===== src/rtl/envelope_bank.sv =====
// envelope_bank: N_CH independent volume envelopes clocked by the 64 Hz frame clock.
//
// On a trigger, a channel loads its starting volume. It then steps that volume up or
// down by one every `period` frame ticks and saturates at 0 or at the maximum.
//
// Ports:
//   clk_64          64 Hz envelope frame clock (all state changes on its rising edge)
//   reset           synchronous active-high reset, overrides trigger
//   trigger         per-channel restart strobe
//   envelope_add    per-channel direction (1 = increase, 0 = decrease)
//   period          per-channel step period, channel i at [i*PERIOD_W +: PERIOD_W]
//   starting_volume per-channel initial volume, channel i at [i*VOL_W +: VOL_W]
//   volume          per-channel current volume (registered)
//   active          envelope still stepping
//   done            envelope reached its limit (sticky until trigger/reset)
//   dac_on          channel DAC enabled
//
// Optional feature macro: ENVELOPE_LIVE_UPDATE_EN. When it is defined, period and
// envelope_add are read live at every counter reload and step fire, and are not
// latched at trigger.
module envelope_bank #(
    parameter int unsigned N_CH     = 3,
    parameter int unsigned VOL_W    = 4,
    parameter int unsigned PERIOD_W = 3
) (
    input  logic                     clk_64,
    input  logic                     reset,
    input  logic [N_CH-1:0]          trigger,
    input  logic [N_CH-1:0]          envelope_add,
    input  logic [N_CH*PERIOD_W-1:0] period,
    input  logic [N_CH*VOL_W-1:0]    starting_volume,
    output logic [N_CH*VOL_W-1:0]    volume,
    output logic [N_CH-1:0]          active,
    output logic [N_CH-1:0]          done,
    output logic [N_CH-1:0]          dac_on
);

    localparam logic [VOL_W-1:0]    VOL_MAX = '1;
    localparam logic [VOL_W-1:0]    VOL_ONE = 1;
    localparam logic [PERIOD_W-1:0] CNT_ONE = 1;

    for (genvar i = 0; i < N_CH; i++) begin : g_ch
        logic [PERIOD_W-1:0] period_in;
        logic [VOL_W-1:0]    start_in;
        logic [VOL_W-1:0]    vol_q;
        logic [PERIOD_W-1:0] cnt_q;
        logic                active_q;
        logic                done_q;
        logic                dac_on_q;
        logic [PERIOD_W-1:0] reload_period;
        logic                step_dir;
        logic                at_limit;
        logic                hits_limit;

        assign period_in = period[i*PERIOD_W +: PERIOD_W];
        assign start_in  = starting_volume[i*VOL_W +: VOL_W];

`ifdef ENVELOPE_LIVE_UPDATE_EN
        assign reload_period = period_in;
        assign step_dir      = envelope_add[i];
`else
        logic [PERIOD_W-1:0] period_l_q;
        logic                dir_l_q;

        assign reload_period = period_l_q;
        assign step_dir      = dir_l_q;

        always_ff @(posedge clk_64) begin
            if (reset) begin
                period_l_q <= '0;
                dir_l_q    <= 1'b0;
            end else if (trigger[i]) begin
                period_l_q <= period_in;
                dir_l_q    <= envelope_add[i];
            end
        end
`endif

        // at_limit: a step would go past the limit. hits_limit: this step lands on it.
        assign at_limit   = step_dir ? (vol_q == VOL_MAX) : (vol_q == '0);
        assign hits_limit = step_dir ? (vol_q == VOL_MAX - VOL_ONE) : (vol_q == VOL_ONE);

        always_ff @(posedge clk_64) begin
            if (reset) begin
                vol_q    <= '0;
                cnt_q    <= '0;
                active_q <= 1'b0;
                done_q   <= 1'b0;
                dac_on_q <= 1'b0;
            end else if (trigger[i]) begin
                vol_q    <= start_in;
                cnt_q    <= period_in;
                active_q <= (period_in != '0);
                done_q   <= 1'b0;
                dac_on_q <= (start_in != '0) || envelope_add[i];
            end else if (active_q) begin
                if (cnt_q > CNT_ONE) begin
                    cnt_q <= cnt_q - CNT_ONE;
                end else begin
                    cnt_q <= reload_period;
                    if (reload_period == '0) begin
                        // A live period of 0 freezes the channel. Volume and done are held.
                        active_q <= 1'b0;
                    end else if (at_limit) begin
                        active_q <= 1'b0;
                        done_q   <= 1'b1;
                    end else begin
                        vol_q <= step_dir ? vol_q + VOL_ONE : vol_q - VOL_ONE;
                        if (hits_limit) begin
                            active_q <= 1'b0;
                            done_q   <= 1'b1;
                        end
                    end
                end
            end
        end

        assign volume[i*VOL_W +: VOL_W] = vol_q;
        assign active[i]                = active_q;
        assign done[i]                  = done_q;
        assign dac_on[i]                = dac_on_q;
    end

endmodule


===== config.mk =====
export PLATFORM = sky130hd
export DESIGN_NAME = envelope_bank
export DESIGN_NICKNAME = d
export VERILOG_FILES = /design/src/rtl/envelope_bank.sv
export SDC_FILE = /design/constraint.sdc
export NUM_CORES = 1
export LEC_CHECK = 0
export ABC_AREA = 1
export CORE_MARGIN = 3
export CORE_UTILIZATION = 30
export CTS_CLUSTER_DIAMETER = 150
export DETAILED_ROUTE_END_ITERATION = 8
export RECOVER_POWER = 25
export SYNTH_ARGS = -nofsm -noshare
export SYNTH_HDL_FRONTEND = slang
export SYNTH_SLANG_ARGS = --single-unit

===== constraint.sdc =====
create_clock -name clk_64 -period 2.1 [get_ports clk_64]
set_clock_uncertainty 0.15 [all_clocks]
set_input_delay 0.21 -clock clk_64 [delete_from_list [all_inputs] [get_ports clk_64]]
set_output_delay 0.21 -clock clk_64 [all_outputs]
set_load 0.01 [all_outputs]

Word level (Yosys, flattened, before mapping)
Index checks and enable logic that the tools add are counted.
Widths: inputs -> output; s select.
{"block": "op_classes", "n_eq_ne": 18, "reduce_logical": 30, "n_addsub": 9, "n_lt_le_gt_ge": 3, "bitwise_logic": 6, "muxes": 57}
{"cell": "$mux 4", "n": 18}
{"cell": "$mux 1", "n": 30}
{"cell": "$mux 3", "n": 9}
{"cell": "$eq 4x4->1 const B", "n": 6}
{"cell": "$reduce_and 4->1", "n": 6}
{"cell": "$ne 2x2->1 const B", "n": 9}
{"cell": "$add 4x1->4 const B", "n": 3}
{"cell": "$eq 4x1->1 const B", "n": 3}
{"cell": "$logic_not 4->1", "n": 3}
{"cell": "$reduce_bool 2->1", "n": 6}
{"cell": "$reduce_bool 4->1", "n": 3}
{"cell": "$sub 4x1->4 const B", "n": 3}
{"cell": "$gt 3x1->1 const B", "n": 3}
{"cell": "$logic_not 3->1", "n": 3}
{"cell": "$reduce_bool 3->1", "n": 3}
{"cell": "$sub 3x1->3 const B", "n": 3}
{"cell": "$not 1->1", "n": 6}
{"cell": "$reduce_or 2->1", "n": 3}
{"cell": "$logic_or 1x1->1", "n": 3}
{"block": "word_totals", "ff_bits": 42, "inputBits": 29, "word_cells": 144, "output_inout_bits": 21}

Depth between registers and ports, before layout
Gate-level depths: netlist of the first run.
{"block": "depth", "ltp_word": 8, "depth_mapped": 10, "ltp_nobuf": 10}

Worst setup path before layout of the first run
OpenSTA, ideal clock, no wires.
{"block": "synth_path", "path_kind": "flip-flop to flip-flop", "start": "register g_ch[2].vol_q[0]", "end": "register g_ch[2].vol_q[2]", "required_ns": 1.836, "arrival_time_ns": 1.339, "setup_ns": 0.114, "setup_slack_ns": 0.497, "stages_incl_launch_ff": 11, "period_less_slack_ns": 1.603, "n_path_buf": 0, "cell_sequence": "dfxtp_1 inv_1 ha_1 inv_1 nor2_1 a21oi_4 nand2_4 nand3_1 nand2_1 nand2_1 nand2_1"}
{"block": "synth_between", "elab_chain_len": 7, "word_cells_on_any_way": 13, "classes_between": "add/sub (2); eq/ne (2); mux (7); reduce/logical (2)"}
{"element": "from (decl)", "line": "45", "text": "logic [VOL_W-1:0] vol_q;"}
{"element": "from (signal assigned)", "line": "91", "text": "vol_q <= start_in;"}
{"element": "from (signal assigned)", "line": "108", "text": "vol_q <= step_dir ? vol_q + VOL_ONE : vol_q - VOL_ONE;"}
{"element": "$sub 4x1->4 / $add 4x1->4 (equally long branches)", "line": "108"}
{"element": "$mux 4", "line": "108"}
{"element": "$mux 4", "line": "104", "text": "end else if (at_limit) begin"}
{"element": "$mux 4", "line": "101", "text": "if (reload_period == '0) begin"}
{"element": "$mux 4", "line": "97", "text": "if (cnt_q > CNT_ONE) begin"}
{"element": "$mux 4", "line": "96", "text": "end else if (active_q) begin"}
{"element": "$mux 4", "line": "90", "text": "end else if (trigger[i]) begin"}
Several ways; a longest one is shown, not always the timed one. The select of a mux whose other input is x is not followed.
A chain may end at the register's enable or synchronous reset.

Final worst setup path of the first run
{"block": "layout_path", "start": "register g_ch[0].vol_q[0]", "end": "register g_ch[0].vol_q[3]"}
{"block": "layout_between", "elab_chain_len": 7, "word_cells_on_any_way": 13, "classes_between": "add/sub (2); eq/ne (2); mux (7); reduce/logical (2)"}
{"element": "from (decl)", "line": "45"}
{"element": "from (signal assigned)", "line": "91"}
{"element": "from (signal assigned)", "line": "108"}
{"element": "$sub 4x1->4 / $add 4x1->4 (equally long branches)", "line": "108"}
{"element": "$mux 4", "line": "108"}
{"element": "$mux 4", "line": "104"}
{"element": "$mux 4", "line": "101"}
{"element": "$mux 4", "line": "97"}
{"element": "$mux 4", "line": "96"}
{"element": "$mux 4", "line": "90"}
Several ways; a longest one is shown, not always the timed one. The select of a mux whose other input is x is not followed.

==> metrics.txt, run 1 <==
outcome complete, no violations; setup repair bufs after CTS 0; DRT antenna net count 0; end of the worst register-to-register path g_ch[0].vol_q[3]; Clk pwr share 30.4%; Filler Cell Count 949; RSZ-0062 raised after global routing no; RD Place Congestion 0.777; Mapped Cells 399; Max IR drop VDD 0.000342 V; 1st-iter DRT viols 82; Post-synth EDFFs 0; Synth top area share 30.1%; vias per cell 4.69; # IOs 50; R2R Setup Slk 340 ps; Distinct cells, synth 36; TritonCTS clock tree yes; ys async rst share 0%; DR top layer met4; Setup TNS 0 ps; crit-path cells inv_1, ha_1, nand3_1, nand2_1, nand2_1, nand2_2, nand2_2, nand2_1, a21oi_1; mean post-synth cell area 6.99 um2; die area 10500 um2; critical path fanouts, max 7; top cells by area, synth dfxtp_1, nand2_1, ha_1; post-synth top area cell dfxtp_1; placed cells 542; first-pass GRT wire length 10800 um; DP Area 3310 um2; Top Family by Delay on Critical Path simple AND/OR/NAND/NOR gates; Worst-Margin Slew 531 ps; Pwr Density 620 nW/um2; vias 2578; Met3 Routed Length 306 um; Yosys warning count 0; number of max-cap violations 0; final worst path period share 84.0%; Int Power 1.46 mW; Initial Util 31.4%; antenna violations before repair 0; DP HPWL 5030 um; R2R cell count 9; register bit total from synthesis 42; Sw Ratio 31.3%; CTS clk-pin slew, worst paths 80 ps; WL/cell 11.8 um; CP max stage cell dfxtp_1; slowest stage delay, CP 500 ps; Finished Layout Cells 550; chip height 102 um; met2 WL 2910 um; largest net degree at the start of global routing 19; drt drc 0; Clock Tree Buf Depth 2; Worst Path Arrival 1840 ps; WP buf/inv 1; worst hold path class flip-flop to flip-flop; Setup crit end g_ch[0].vol_q[3]; post-CTS sizing 0; vias in the first global route 2357; First-pass DRT Iterations 4; Tmin final 1760 ps; core box area 8890 um2; syn_nets 449; area delta synth->final 22.6%; CTS root buf clkbuf_8; # setup viols final 0; all-layer global routing usage 12.7%; H-tree level count 2; Logic pwr share 26.0%; clk_lat worst skew 290 ps; antenna cells 0; Seq pwr share 43.7%; Sw Pwr 0.664 mW; sequential share of the synthesized area 30.1%; DRT met1 WL 3230 um; Nets 491; Detailed Route WL 6500 um; Worst Setup SP g_ch[0].vol_q[0]; Slew Limit Fails 0; Netlist Area Pre-Place 2790 um2; gr ovfl total 0; relative slew slack 64.5%; Port Buffers 49; clock buffer count from CTS 5; Stages on worst setup path 9; RR Startpoint g_ch[0].vol_q[0]; Clock Sinks 42; Required @ worst endpoint 2180 ps; total leakage power 1.48 nW; CP dominant cell by count nand2_1; final hold vios 0; Die Width 102 um; startpoint types flip-flop; fin area 3420 um2; CP Capture Type flip-flop; site row count 34; kind of critical path flip-flop to flip-flop; most common flop cell mapped by yosys dfxtp_1; # hold bufs at CTS 0; max frequency 567 MHz; cell with the most instances after synthesis nand2_1; layout cell share with drive strength beyond 1 11.3%; Post-synth top cells nand2_1, dfxtp_1, inv_1
==> tightest hold or removal path: stages (launching register included) <==
cell     delay [ps]
dfxtp_1         310
inv_2            50
o22ai_1          70
==> registers in the layout, summed over array words and instances (netlist names) <==
register         flops
g_ch.period_l_q      9
g_ch.vol_q          12
g_ch.dac_on_q        3
g_ch.dir_l_q         3
g_ch.cnt_q           9
g_ch.done_q          3
g_ch.active_q        3
==> power groups by stage <==
stage | registers, mW | logic (mW) | clock network, mW
finish | 0.926 | 0.551 | 0.644
global route | 0.935 | 0.626 | 0.702
CTS | 0.926 | 0.558 | 0.672
detailed placement | 0.944 | 0.555 | 0
global placement | 0.942 | 0.551 | 0
floorplan | 0.930 | 0.382 | 0
==> placed cells by master (no fill, tap or decap), types with 14 or more instances in the layout <==
cell             count
a21oi_1             29
clkdlybuf4s50_1     47
dfxtp_1             42
ha_1                21
inv_1               34
inv_2               16
nand2_1            106
nand3_1             29
nor2_1              23
o21ai_0             14
==> routing by layer <==
metal / vias to the layer above / GRT usage, %
met1: 1135 / 16.9
met5: - / 0
met3: 5 / 2.80
li1: 1379 / -
met2: 59 / 21.0
met4: 0 / 2.72
==> how the worst min path moves through the flow <==
| stage | to | slack (ps) | from | cells after the start |
|---|---|---|---|---|
| 3_5_place_dp | g_ch[1].done_q | 310 | g_ch[1].done_q | 2 |
| 2_1_floorplan | g_ch[1].period_l_q[1] | 200 | period[4] | 2 |
| 4_1_cts | g_ch[0].dir_l_q | 330 | envelope_add[0] | 3 |
| 6_report | g_ch[2].period_l_q[2] | 330 | g_ch[2].period_l_q[2] | 2 |
| 3_3_place_gp | g_ch[0].period_l_q[2] | 310 | g_ch[0].period_l_q[2] | 2 |
| 5_1_grt | g_ch[0].dir_l_q | 340 | envelope_add[0] | 3 |
==> metrics by stage <==
step	util (%)	hold WS (ps)	worst slack, ps	power, mW
global route	38.5	342	150	2.26
detailed placement	37.3	314	358	1.50
finish	38.5	332	336	2.12
CTS	38.5	326	339	2.16
floorplan	-	202	497	1.31
global placement	37.3	315	380	1.49
==> cell families after synthesis <==
logic type	Yosys count	share of synthesized area, %
AND/OR/NAND/NOR	182	29.1
AO/OA/AOI/OAI	79	17.5
buffers and inverters	70	12.2
flip-flops	42	30.1
adder cells (fa/ha/maj)	21	9.42
XOR/XNOR	5	1.57
==> final cells by class <==
type,instances,area [um2],share of cell area (%)
clock buffers,6,72.6,2.12
clock inverters,2,37.5,1.10
inverters,52,209,6.11
multi-input cells,287,1610,47.0
flip-flops and latches,42,841,24.6
well taps,108,135,3.95
repair buffers,53,517,15.1
(Power assumes the default switching activity.)
==> run 2, diff against run 1 <==
clock period = 1.5 ns   (was 2.1 ns; I/O delays follow)
==> run 2 against run 1 <==
Against the previous run: total power is 44% higher; combinational power up 81%; final area rose by 16%; wire length grew 8.0%; non-clock buffer count increased by 39; core utilization grew 6.3 points; worst hold slack worse by 61 ps; sequential cell count did not move; register-to-register slack got worse by 300 ps; critical endpoint is now g_ch[2].vol_q[0].
==> metrics.txt, run 2 (synthesized netlist as in run 1, its figures left out) <==
vias per cell 4.73 (+0.99%); core box area 8890 um2 (unchanged); area delta synth->final 42.6%; # IOs 50 (unchanged); H-tree level count 2 (unchanged); chip height 102 um (unchanged); Worst Setup SP g_ch[2].vol_q[0]; Max IR drop VDD 0.000357 V (+4.4%); total leakage power 1.80 nW (+21%); final hold vios 0 (unchanged); clock buffer count from CTS 5 (unchanged); vias in the first global route 2513 (+6.6%); first-pass GRT wire length 11100 um (+2.8%); die area 10500 um2 (unchanged); Int Power 2.05 mW (+41%); R2R cell count 9 (unchanged); DRT antenna net count 0 (unchanged); drt drc 0 (unchanged); layout cell share with drive strength beyond 1 31.6% (+20 points); Top Registers g_ch.vol_q x12, g_ch.cnt_q x9, g_ch.period_l_q x9; Nets 530 (+7.9%); max reg flops 12 (unchanged); Pwr Density 770 nW/um2 (+24%); Seq pwr share 42.1% (-1.6 points); DP HPWL 5250 um (+4.2%); antenna violations before repair 0 (unchanged); Worst-Margin Slew 294 ps (-237 ps); Clock Tree Buf Depth 2 (unchanged); DP Area 3530 um2 (+6.7%); critical path fanouts, max 6 (-1); Logic pwr share 32.8% (+6.8 points); RD Place Congestion 0.834 (+7.4%); clk_lat worst skew 290 ps (about the same); Sw Pwr 1.01 mW (+53%); placed cells 569 (+5.0%); TritonCTS clock tree yes; all-layer global routing usage 13.0% (+0.34 points); final worst path period share 97.3% (+13 points); Clock Sinks 42 (unchanged); CP Capture Type flip-flop; most common cell after layout, fill and taps aside nand2_1; site row count 34 (unchanged); WL/cell 11.9 um (+0.82%); Finished Layout Cells 589 (+7.1%); Top reg by flops g_ch.vol_q; RR Startpoint g_ch[2].vol_q[0]; Required @ worst endpoint 1560 ps (-620 ps); antenna cells 0 (unchanged); Detailed Route WL 7020 um (+8.0%); Initial Util 31.4% (unchanged); Post-Place Setup Slack -55.4 ps (-413 ps); kind of critical path flip-flop to flip-flop; R2R Setup Slk 40 ps (-300 ps); 1st-iter DRT viols 114 (+39%); CTS root buf clkbuf_8; # hold bufs at CTS 0 (unchanged); number of max-cap violations 0 (unchanged); Clk pwr share 25.1% (-5.3 points); largest net degree at the start of global routing 17 (-2); total power 3.06 mW (+44%); Worst Path Arrival 1520 ps (-320 ps); fin area 3980 um2 (+16%); startpoint types flip-flop; Port Buffers 49 (unchanged); Die Width 102 um (unchanged); most frequent cells in the layout nand2_1, buf_4, clkdlybuf4s50_1, a21oi_1, inv_2; vias 2788 (+8.1%); Worst Slack Setup Final 40.8 ps (-295 ps); First-pass DRT Iterations 4 (unchanged); Sw Ratio 33.0% (+1.7 points); end of the worst register-to-register path g_ch[2].vol_q[0]; gr ovfl total 0 (unchanged); outcome complete, no violations; Slew Limit Fails 0 (unchanged); relative slew slack 80.4% (+16 points); max frequency 685 MHz (+21%); RSZ-0062 raised after global routing yes; Setup crit end g_ch[2].vol_q[0]; worst hold path class input port to flip-flop; Tmin final 1460 ps (-305 ps); # setup viols final 0 (unchanged); CTS clk-pin slew, worst paths 90 ps (about the same)
[run 2: metal layers]
layer | track usage (%) | vias up | part of all wire [%]
li1 | - | 1457 | -
met1 | 17.7 | 1258 | 47
met2 | 21.1 | 66 | 47
met3 | 2.80 | 7 | 4.9
met4 | 3.03 | 0 | 1.0
met5 | 0 | - | 0
[run 2: power groups by stage]
| stage | logic [mW] | clock network [mW] | registers (mW) |
|---|---|---|---|
| 5_1_grt | 1.12 | 0.852 | 1.30 |
| 4_1_cts | 0.876 | 0.804 | 1.28 |
| 3_5_place_dp | 0.873 | 0 | 1.31 |
| 3_3_place_gp | 0.863 | 0 | 1.30 |
| 6_report | 1.00 | 0.770 | 1.29 |
| 2_1_floorplan | 0.534 | 0 | 1.30 |
[run 2: how the worst min path moves through the flow]
stage | end | from | slack (ps) | cells after the start
after floorplan | g_ch[1].period_l_q[1] | period[4] | 140 | 2
after global placement | g_ch[2].period_l_q[2] | g_ch[2].period_l_q[2] | 320 | 2
after detailed placement | g_ch[2].period_l_q[0] | g_ch[2].period_l_q[0] | 320 | 2
after CTS | g_ch[0].dir_l_q | envelope_add[0] | 270 | 3
after global routing | g_ch[0].dir_l_q | envelope_add[0] | 300 | 3
final | g_ch[0].dir_l_q | envelope_add[0] | 270 | 3
[run 2: stage by stage]
stage | util, % | hold slack, ps | TNS, ps
floorplan | - | 142 | 0
global placement | 39.8 | 316 | 0
detailed placement | 39.8 | 320 | -123
CTS | 41.2 | 266 | 0
global route | 44.7 | 301 | -368
finish | 44.7 | 272 | 0
[run 2: critical path, cell delays in order, from the launching register on]
cell and delay (ps):
dfxtp_2 360, inv_2 70, ha_4 160, inv_2 50, nor2_2 40, a21oi_4 200
nand2_4 110, nand2_4 70, nand2_1 60, a21oi_2 120
[run 2: final cells by class]
type	count	area (um2)
Clock buffer	6	82.6
Tap cell	108	135
Clock inverter	2	12.5
Multi-Input combinational cell	287	1830
Inverter	52	216
Sequential cell	42	885
Timing Repair Buffer	92	812
Fill cell	905	4910
[run 2: what timing repair did]
| action | 4_1_cts | 5_1_grt |
|---|---|---|
| gates resized for setup | 35 | 72 |
| endpoints found under the setup margin | 27 | 27 |
| setup buffers | 1 | 11 |
| pin swaps | 2 | 31 |
